### config.mk
export PLATFORM = sky130hd
export DESIGN_NAME = aes_block_sequencer_flat
export DESIGN_NICKNAME = d
export VERILOG_FILES = /design/src/rtl/aes_block_sequencer_pkg.sv /design/src/rtl/aes_block_sequencer_if.sv /design/src/rtl/aes_block_sequencer_shift.sv /design/src/rtl/aes_block_sequencer.sv /design/src/flat_wrapper.sv
export SDC_FILE = /design/constraint.sdc
export NUM_CORES = 1
export LEC_CHECK = 0
export ABC_AREA = 1
export BUFFER_PORTS_ARGS = -buffer_cell sky130_fd_sc_hd__buf_2
export CORE_AREA = 2 2 226 228
export CTS_BUF_LIST = sky130_fd_sc_hd__clkbuf_4 sky130_fd_sc_hd__clkbuf_8
export DETAILED_ROUTE_END_ITERATION = 12
export DIE_AREA = 0 0 228 230
export PLACE_DENSITY = 0.64
export SLEW_MARGIN = 5
export SYNTH_ARGS = -nofsm -noshare
export SYNTH_HDL_FRONTEND = slang
export SYNTH_SLANG_ARGS = --single-unit
### constraint.sdc
create_clock -name clk -period 2 [get_ports clk]
set_input_delay 0.5 -clock clk [delete_from_list [all_inputs] [get_ports clk]]
set_output_delay 0.5 -clock clk [all_outputs]
set_load 0.02 [all_outputs]
### src/rtl/aes_block_sequencer_pkg.sv
// aes_seq_pkg: shared block width, sequencer state encoding and word-count helper.
//   BLOCK_W : AES block width (128)
//   state_e : S_FILL / S_LOAD / S_WAIT / S_DRAIN
//   words() : number of stream words per block for a given word width
package aes_seq_pkg;
    localparam int BLOCK_W = 128;
    typedef enum logic [1:0] {S_FILL, S_LOAD, S_WAIT, S_DRAIN} state_e;
    function automatic int words(input int word_w);
        return BLOCK_W / word_w;
    endfunction
endpackage

### src/rtl/aes_block_sequencer_if.sv
// aes_block_sequencer_if: plaintext-in / ciphertext-out word streams.
//   s_valid/s_ready/s_data : plaintext words toward the sequencer
//   m_valid/m_ready/m_data : ciphertext words from the sequencer
//   master = host/DMA side, slave = sequencer side
interface aes_block_sequencer_if #(parameter int WORD_W = 32);
    logic              s_valid;
    logic              s_ready;
    logic [WORD_W-1:0] s_data;
    logic              m_valid;
    logic              m_ready;
    logic [WORD_W-1:0] m_data;
    modport master (output s_valid, s_data, m_ready, input s_ready, m_valid, m_data);
    modport slave  (input s_valid, s_data, m_ready, output s_ready, m_valid, m_data);
endinterface

### src/rtl/aes_block_sequencer_shift.sv
// aes_blk_shift: 128-bit register with parallel load and WORD_W-wide left shift.
//   clk, rst          : clock, asynchronous active-low reset
//   load_i/load_val_i : parallel load (wins over shift)
//   shift_i/shift_in_i: shift left by WORD_W, new word enters at the LS end
//   q_o               : top OUT_W bits of the register
module aes_blk_shift
    import aes_seq_pkg::*;
#(
    parameter int WORD_W = 32,
    parameter int OUT_W  = BLOCK_W
) (
    input  logic               clk,
    input  logic               rst,
    input  logic               load_i,
    input  logic [BLOCK_W-1:0] load_val_i,
    input  logic               shift_i,
    input  logic [WORD_W-1:0]  shift_in_i,
    output logic [OUT_W-1:0]   q_o
);
    logic [BLOCK_W-1:0] q_q, q_d;

    // Shift written as a full-width shift so WORD_W == BLOCK_W degenerates cleanly.
    always_comb q_d = load_i ? load_val_i :
                      shift_i ? ((q_q << WORD_W) | BLOCK_W'(shift_in_i)) : q_q;

    always_ff @(posedge clk or negedge rst)
        if (!rst) q_q <= '0;
        else      q_q <= q_d;

    assign q_o = q_q[BLOCK_W-1 -: OUT_W];
endmodule

### src/rtl/aes_block_sequencer.sv
// aes_block_sequencer: packs a word stream into 128-bit blocks for an AES core and streams the result back.
//   clk, rst              : clock, asynchronous active-low reset
//   key_in, key_we        : key register load (only while idle: S_FILL with no word held)
//   iv_in, iv_we          : chain register load, present only with AES_CBC_CHAIN_EN defined
//   bus (slave)           : s_* plaintext words in (MS word first), m_* ciphertext words out (MS word first)
//   aes_ld                : one-cycle load pulse to the cipher
//   aes_key, aes_text_in  : key and block (block ^ chain with AES_CBC_CHAIN_EN) to the cipher
//   aes_text_out, aes_done: cipher result
//   busy                  : block in flight or partially filled
//   err_timeout           : sticky watchdog flag, cleared only by reset
module aes_block_sequencer
    import aes_seq_pkg::*;
#(
    parameter int WORD_W      = 32,
    parameter int TIMEOUT_CYC = 64
) (
    input  logic               clk,
    input  logic               rst,
    input  logic [BLOCK_W-1:0] key_in,
    input  logic               key_we,
`ifdef AES_CBC_CHAIN_EN
    input  logic [BLOCK_W-1:0] iv_in,
    input  logic               iv_we,
`endif
    aes_block_sequencer_if.slave bus,
    output logic               aes_ld,
    output logic [BLOCK_W-1:0] aes_key,
    output logic [BLOCK_W-1:0] aes_text_in,
    input  logic [BLOCK_W-1:0] aes_text_out,
    input  logic               aes_done,
    output logic               busy,
    output logic               err_timeout
);
    localparam int WORDS = words(WORD_W);
    localparam int CW    = (WORDS > 1) ? $clog2(WORDS) : 1;
    localparam int TW    = $clog2(TIMEOUT_CYC + 1);

    state_e             state_q;
    logic [CW-1:0]      cnt_q;
    logic [TW-1:0]      wd_q;
    logic [BLOCK_W-1:0] key_q, fill_q;
    logic [WORD_W-1:0]  m_data;
    logic               s_ready_q, err_q;

    logic fill_beat, drain_beat, capture, idle, last;
    assign fill_beat  = bus.s_valid & s_ready_q;
    assign drain_beat = (state_q == S_DRAIN) & bus.m_ready;
    // aes_done only counts from the cycle after aes_ld, i.e. in S_WAIT.
    assign capture    = (state_q == S_WAIT) & aes_done;
    assign idle       = (state_q == S_FILL) & (cnt_q == '0);
    assign last       = cnt_q == CW'(WORDS - 1);

    // s_ready is registered so it stays low through reset and rises one edge after release.
    always_ff @(posedge clk or negedge rst)
        if (!rst) begin
            state_q   <= S_FILL;
            cnt_q     <= '0;
            wd_q      <= '0;
            key_q     <= '0;
            s_ready_q <= 1'b0;
            err_q     <= 1'b0;
        end else begin
            if (key_we && idle) key_q <= key_in;
            case (state_q)
                S_FILL: begin
                    s_ready_q <= !(fill_beat && last);
                    if (fill_beat) begin
                        cnt_q   <= last ? '0 : cnt_q + 1'b1;
                        state_q <= last ? S_LOAD : S_FILL;
                    end
                end
                S_LOAD: begin
                    wd_q    <= '0;
                    state_q <= S_WAIT;
                end
                S_WAIT:
                    if (aes_done) state_q <= S_DRAIN;
                    else if (wd_q == TW'(TIMEOUT_CYC - 1)) begin
                        err_q     <= 1'b1;
                        state_q   <= S_FILL;
                        s_ready_q <= 1'b1;
                    end else wd_q <= wd_q + 1'b1;
                S_DRAIN:
                    if (drain_beat) begin
                        cnt_q     <= last ? '0 : cnt_q + 1'b1;
                        state_q   <= last ? S_FILL : S_DRAIN;
                        s_ready_q <= last;
                    end
            endcase
        end

    aes_blk_shift #(.WORD_W(WORD_W), .OUT_W(BLOCK_W)) u_fill (
        .clk        (clk),
        .rst        (rst),
        .load_i     (1'b0),
        .load_val_i ('0),
        .shift_i    (fill_beat),
        .shift_in_i (bus.s_data),
        .q_o        (fill_q)
    );

    aes_blk_shift #(.WORD_W(WORD_W), .OUT_W(WORD_W)) u_drain (
        .clk        (clk),
        .rst        (rst),
        .load_i     (capture),
        .load_val_i (aes_text_out),
        .shift_i    (drain_beat),
        .shift_in_i ('0),
        .q_o        (m_data)
    );

`ifdef AES_CBC_CHAIN_EN
    logic [BLOCK_W-1:0] chain_q;
    // A timeout never reaches capture, so the chain survives an abandoned block.
    always_ff @(posedge clk or negedge rst)
        if (!rst)                chain_q <= '0;
        else if (capture)        chain_q <= aes_text_out;
        else if (iv_we && idle)  chain_q <= iv_in;
    assign aes_text_in = fill_q ^ chain_q;
`else
    assign aes_text_in = fill_q;
`endif

    assign bus.s_ready = s_ready_q;
    assign bus.m_valid = state_q == S_DRAIN;
    assign bus.m_data  = m_data;
    assign aes_ld      = state_q == S_LOAD;
    assign aes_key     = key_q;
    assign busy        = (state_q != S_FILL) | (cnt_q != '0);
    assign err_timeout = err_q;
endmodule

### src/flat_wrapper.sv
// flat-port wrapper written by rule: the top's interface ports become plain ports
module aes_block_sequencer_flat import aes_seq_pkg::*;
#(
    parameter int WORD_W      = 32,
    parameter int TIMEOUT_CYC = 64
)
  (clk, rst, key_in, key_we, aes_ld, aes_key, aes_text_in, aes_text_out, aes_done, busy, err_timeout, bus_s_valid, bus_s_data, bus_m_ready, bus_s_ready, bus_m_valid, bus_m_data);
  aes_block_sequencer_if #(.WORD_W(WORD_W)) bus_i ();
  input  logic clk;
  input  logic rst;
  input  logic [BLOCK_W-1:0] key_in;
  input  logic key_we;
  output logic aes_ld;
  output logic [BLOCK_W-1:0] aes_key;
  output logic [BLOCK_W-1:0] aes_text_in;
  input  logic [BLOCK_W-1:0] aes_text_out;
  input  logic aes_done;
  output logic busy;
  output logic err_timeout;
  input wire logic [$bits(bus_i.s_valid)-1:0] bus_s_valid;
  input wire logic [$bits(bus_i.s_data)-1:0] bus_s_data;
  input wire logic [$bits(bus_i.m_ready)-1:0] bus_m_ready;
  output wire logic [$bits(bus_i.s_ready)-1:0] bus_s_ready;
  output wire logic [$bits(bus_i.m_valid)-1:0] bus_m_valid;
  output wire logic [$bits(bus_i.m_data)-1:0] bus_m_data;
  assign bus_i.s_valid = bus_s_valid;
  assign bus_i.s_data = bus_s_data;
  assign bus_i.m_ready = bus_m_ready;
  assign bus_s_ready = bus_i.s_ready;
  assign bus_m_valid = bus_i.m_valid;
  assign bus_m_data = bus_i.m_data;
  aes_block_sequencer #(.WORD_W(WORD_W), .TIMEOUT_CYC(TIMEOUT_CYC)) u_core (.clk(clk), .rst(rst), .key_in(key_in), .key_we(key_we), .bus(bus_i), .aes_ld(aes_ld), .aes_key(aes_key), .aes_text_in(aes_text_in), .aes_text_out(aes_text_out), .aes_done(aes_done), .busy(busy), .err_timeout(err_timeout));
endmodule
# [Yosys cells after proc, flatten, opt, wreduce, memory -nomap -nowiden]
# Cells that the tools add are included.
[word_totals] input_bits=294 ff_bits=397
[op_classes] reduce_logical=16 n_eq_ne=11 add_sub_neg=2 n_mux=20 bitwise_logic=7
[op_table] cell="2-to-1 mux 128 bit" count=2
[op_table] cell="bitwise OR 128 x 32 -> 128 bit" count=1
[op_table] cell="2-to-1 mux 2 bit" count=8
[op_table] cell="2-to-1 mux 7 bit" count=2
[op_table] cell="one-hot mux 7 bit (2 select lines)" count=1
[op_table] cell="AND reduction 3 bit" count=4
[op_table] cell="nonzero test 2 bit" count=5
[op_table] cell="one-hot mux 2 bit (4 select lines)" count=1
[op_table] cell="adder 7 x 1 -> 7 bit (second input constant)" count=1
[op_table] cell="== test 7 x 6 -> 1 bit (second input constant)" count=1
[op_table] cell="== test 2 bit (second input constant)" count=3
[op_table] cell="inequality test 2 bit (second input constant)" count=3
[op_table] cell="bitwise AND 1 bit" count=4
[op_table] cell="zero test 2 bit" count=2
[op_table] cell="2-to-1 mux 1 bit" count=4
[op_table] cell="inequality test 2 x 1 -> 1 bit (second input constant)" count=2
[op_table] cell="one-hot mux 2 bit (2 select lines)" count=1
[op_table] cell="AND reduction 4 bit" count=1
[op_table] cell="inequality test 3 bit (second input constant)" count=1
[op_table] cell="one-hot mux 1 bit (3 select lines)" count=1
[op_table] cell="nonzero test 3 bit" count=1
[op_table] cell="adder 2 x 1 -> 2 bit (second input constant)" count=1
[op_table] cell="== test 2 x 1 -> 1 bit (second input constant)" count=1
[op_table] cell="logical AND 1 bit" count=2
[op_table] cell="3 further kinds" count=3

# [Logic depth before layout (Yosys ltp)]
[logic_depth] depth_word=4 depth_mapped=9 ltp_nobuf=8

# [Hierarchy]
# A second synthesis with hierarchy kept.
[unflattened] hier_cells=1814 hier_area_um2=17953.5
[modules_own_cells] module="aes_block_sequencer" cells_each=386 seq_area_each_um2=3528.4 area_per_inst_um2=6187.2 n_inst=1
[modules_own_cells] module="aes_blk_shift (u_core.u_drain)" cells_each=730 seq_area_each_um2=3203.1 area_per_inst_um2=6003.3 n_inst=1
[modules_own_cells] module="aes_blk_shift (u_core.u_fill)" cells_each=698 seq_area_each_um2=3203.1 area_per_inst_um2=5763.0 n_inst=1

# [Least setup slack after synthesis]
# Ideal clock, no wire load.
[synth_path] path_kind="register to register" start="register u_core.cnt_q[0]" end="register u_core.key_q[107] (netlist: u_core.aes_key[107])" path_slack_ns=0.558 required_time_ns=1.875 path_buffers=2 synth_period_minus_slack_ns=1.442 path_stages_with_launch=7 t_arrival_ns=1.317 path_cell_list="dfrtp_1 inv_1 ha_1 nand3_2 buf_4 buf_6 mux2_4"
[synth_between] elab_chain_cells=3
[synth_lines] item="from (decl)" line_no="aes_block_sequencer.sv:39" text="logic [CW-1:0] cnt_q;"
[synth_lines] item="from (signal assigned)" line_no="aes_block_sequencer.sv:68" text="cnt_q <= last ? '0 : cnt_q + 1'b1;"
[synth_lines] item="from (signal assigned)" line_no="aes_block_sequencer.sv:85" text="cnt_q <= last ? '0 : cnt_q + 1'b1;"
[synth_lines] item="zero test 2 bit" line_no="aes_block_sequencer.sv:50" text="assign idle = (state_q == S_FILL) & (cnt_q == '0);"
[synth_lines] item="bitwise AND 1 bit" line_no="aes_block_sequencer.sv:50"
[synth_lines] item="logical AND 1 bit" line_no="aes_block_sequencer.sv:63" text="if (key_we && idle) key_q <= key_in;"
[synth_lines] item="to (signal assigned)" line_no="aes_block_sequencer.sv:63"
[synth_lines] item="to (decl)" line_no="aes_block_sequencer.sv:41" text="logic [BLOCK_W-1:0] key_q, fill_q;"
# Every way passes these cells.
# A chain may end at the register's enable or synchronous reset.

# [Worst setup path after layout]
[layout_path] start="register u_core.state_q[1]" end="output busy"
[layout_between] elab_chain_cells=2
[layout_lines] item="from (decl)" line_no="aes_block_sequencer.sv:38" text="state_e state_q;"
[layout_lines] item="from (signal assigned)" line_no="aes_block_sequencer.sv:69" text="state_q <= last ? S_LOAD : S_FILL;"
[layout_lines] item="from (signal assigned)" line_no="aes_block_sequencer.sv:86" text="state_q <= last ? S_FILL : S_DRAIN;"
[layout_lines] item="nonzero test 2 bit" line_no="aes_block_sequencer.sv:129" text="assign busy = (state_q != S_FILL) | (cnt_q != '0);"
[layout_lines] item="bitwise OR 1 bit" line_no="aes_block_sequencer.sv:129"
[layout_lines] item="to (decl)" line_no="flat_wrapper.sv:18" text="output logic busy;"
# Every way passes these cells.

==> out/metrics.cfg <==
[finish]
layout-drive-gt1-share_pct = 41.3
final_common_cell = buf_2
final_cell_mix = buf_2 (583), nand2_1 (568), dfrtp_1 (395)
instances_no_fill = 2850
syn2layout_area_growth_pct = 32.3
fin_util_pct = 43.3
finalNetCount = 2429
multiInputGateArea_um2 = 5420
nFillCells = 4885
regArea_um2 = 9940

[power]
power.density_nw_per_um2 = 1700
vdd_drop_max_uv = 943
p_leak_nw = 11.7
total_power_mw = 36.7

[logic_synthesis]
synth-seq-area-share_pct = 60.9
syn_area_um2 = 16300
synthCells = 1529
synth_nets = 1826
synth_top_area_share_pct = 60.9
synthTopCellsByArea = dfrtp_1 (61%), nand2_1 (13%), mux2_4 (11%)
synth.distinct_cells = 27
ys_ff_latch = 397
syn-mean-instance-area_um2 = 10.7
ys_warn_count = 0
synth_area_leader_cell = dfrtp_1

[route]
vias_per_cell = 4.46
wl_per_cell_um = 16.4
vias = 12700
remaining_drc_errors = 0
initialDrtViolationCount = 755
antenna_left = 0
dr.pass1.iters = 5
drt_wl_total_mm = 46.8

[cts]
cts.reportedPaths.clkPinSlew_ns = 0.06
cts_sinks = 397
htree_num_levels = 3
cts_tree = done
numCtsBuffers = 71
clk_latency_ns = 0.63
clockBufferDepth = 3
cts-root-buf = clkbuf_8

[worst_setup_path]
critPathLaunch = u_core.state_q[1]$_DFFE_PN0P_
rrSetupSlack_ns = 0.11
critical_path_class = reg -> out
r2r-end = u_core.aes_key[45]$_DFFE_PN0P_
cpPeakStageDelay_ns = 0.47
critPathArrivalTime_ns = 1.42
worst_path_max_delay_cell = dfrtp_2
cp_max_fo = 5
r2r_start = u_core.cnt_q[0]$_DFFE_PN0P_
reg2reg_depth = 7
crit_path_cell_trace = nor2_4, nand2_2, buf_6
critPathLaunchType = flop
end_kind = output port
required_ns = 1.50
endpoint = busy

[floorplanning]
die_height_um = 230
die-area_um2 = 52400
fp.dieW_um = 228
fp.coreArea_um2 = 49900
boundaryPins = 587
row_count = 82
start_util_pct = 32.7

[timing]
finClkSkew_ns = 0.0251
max_freq_ghz = 0.521
worst_slew_pin_slew_ns = 0.580
period_share_pct = 96.0
relSlewSlack_pct = 61.3
slew_violations = 0
setup_viol = 0
grt_setup_unrepaired = true
period_needed_ns = 1.92
hold_viol_final = 0

[global_routing]
gr-total-overflow = 0
grt_pass1_wl_mm = 73.8
antenna_found_initial = 4
track_usage_pct = 17.6
grt_pass1_vias = 13300
grt_max_degree = 129

[placement]
port_buffers = 586
dp_hpwl_mm = 34.3
place.gp.congestion = 0.877
dp_cells = 2715

[min_path]
hp-class = in -> reg

[flow_run]
max_cap_violations = 0

[outcome]
status = completed

[worst min-delay path by stage]
stage	start	endpoint	slack (ns)	depth (start not counted)
global placement	rst	u_core.u_fill.q_o[2]$_DFFE_PN0N_	0.36	1
global route	bus_s_data[5]	u_core.u_fill.q_o[5]$_DFFE_PN0N_	0.01	3
floorplan	rst	u_core.aes_key[0]$_DFFE_PN0P_	0.20	0
finish	bus_s_data[0]	u_core.u_fill.q_o[0]$_DFFE_PN0N_	0.08	3
CTS	bus_s_data[5]	u_core.u_fill.q_o[5]$_DFFE_PN0N_	0.002	3
detailed placement	rst	u_core.u_fill.q_o[2]$_DFFE_PN0N_	0.35	1
[cells in the mapped netlist, drive strengths merged]
| library cell | number |
|---|---|
| nor2 | 18 |
| dfrtp | 397 |
| clkbuf | 28 |
| mux2 | 128 |
| xor2 | 2 |
| o211ai | 31 |
| ha | 3 |
| nand2 | 573 |
| buf | 83 |
| nand3b | 1 |
| nand3 | 72 |
| inv | 80 |
| a21oi | 7 |
| o21ai | 104 |
| a31o | 1 |
| a22oi | 1 |
[repair_timing]
item,in CTS,in global routing
endpoints found under the hold margin,136,0
setup buffers,4,4
hold buffers,8,0
pin swaps,2,3
endpoints found under the setup margin,3,3
resized for setup,14,1
[state kept, by name, summed over array words and instances, names as in the netlist]
signal,count
u_core.err_timeout,1
u_core.cnt_q,2
u_core.state_q,2
u_core.bus.s_ready,1
u_core.wd_q,7
u_core.u_drain.q_q,128
u_core.aes_key,128
u_core.u_fill.q_o,128
[per-layer routing]
| layer | share of wire [%] | vias up | routed length, um | global-route usage (%) |
|---|---|---|---|---|
| met3 | 7.3 | 80 | 3430 | 5.69 |
| met1 | 42 | 6149 | 19800 | 22.5 |
| li1 | - | 6058 | - | - |
| met4 | 1.9 | 2 | 901 | 5.41 |
| met5 | 0.028 | - | 13 | 0 |
| met2 | 49 | 432 | 22700 | 28.4 |
[area by class of cell]
type / instances / share of cell area (%)
diodes: 3 / 0.0348
multi-input cells: 941 / 25.1
well taps: 672 / 3.90
repair buffers: 641 / 16.9
clock inverters: 12 / 0.504
inverters: 80 / 1.40
flip-flops and latches: 397 / 46.0
clock buffers: 104 / 6.08
[worst max-delay path, delay by kind of cell, from the launching register on]
| family | cells | cell delay (ns) |
|---|---|---|
| flip-flops | 1 | 0.47 |
| AND/OR/NAND/NOR | 2 | 0.21 |
| buffers and inverters | 1 | 0.12 |
[report_power, final]
| part | total, mW | switching (mW) | internal, mW |
|---|---|---|---|
| clock | 7.65 | 3.32 | 4.33 |
| combinational | 14.8 | 8.97 | 5.86 |
| sequential | 14.2 | 2.38 | 11.8 |
| total | 36.7 | 14.7 | 22.0 |
[stage by stage]
stage	instance area (um2)	setup TNS [ns]	hold WS, ns	setup slack (ns)
CTS	21500	-0.0276	0.00215	-0.0150
global placement	20000	0	0.356	0.236
detailed placement	20000	0	0.355	0.213
floorplan	16300	0	0.204	0.558
finish	21600	0	0.0759	0.0791
global route	21600	-0.0549	0.0120	-0.0222
[cells by family (layout without fill, tap and decap cells)]
logic type               after synthesis  in the layout  share of synthesized area, %
AND/OR/NAND/NOR                      664            664                          16.0
flip-flops                           397            397                          60.9
buffers and inverters                191            837                          6.17
AO/OA/AOI/OAI                        144            144                          4.96
multiplexers                         128            128                          11.6
adder cells (fa/ha/maj)                3              3                         0.230
XOR/XNOR                               2              2                         0.107
other                                  0              3                             0
Note: power is estimated with default switching activity, not from simulation.
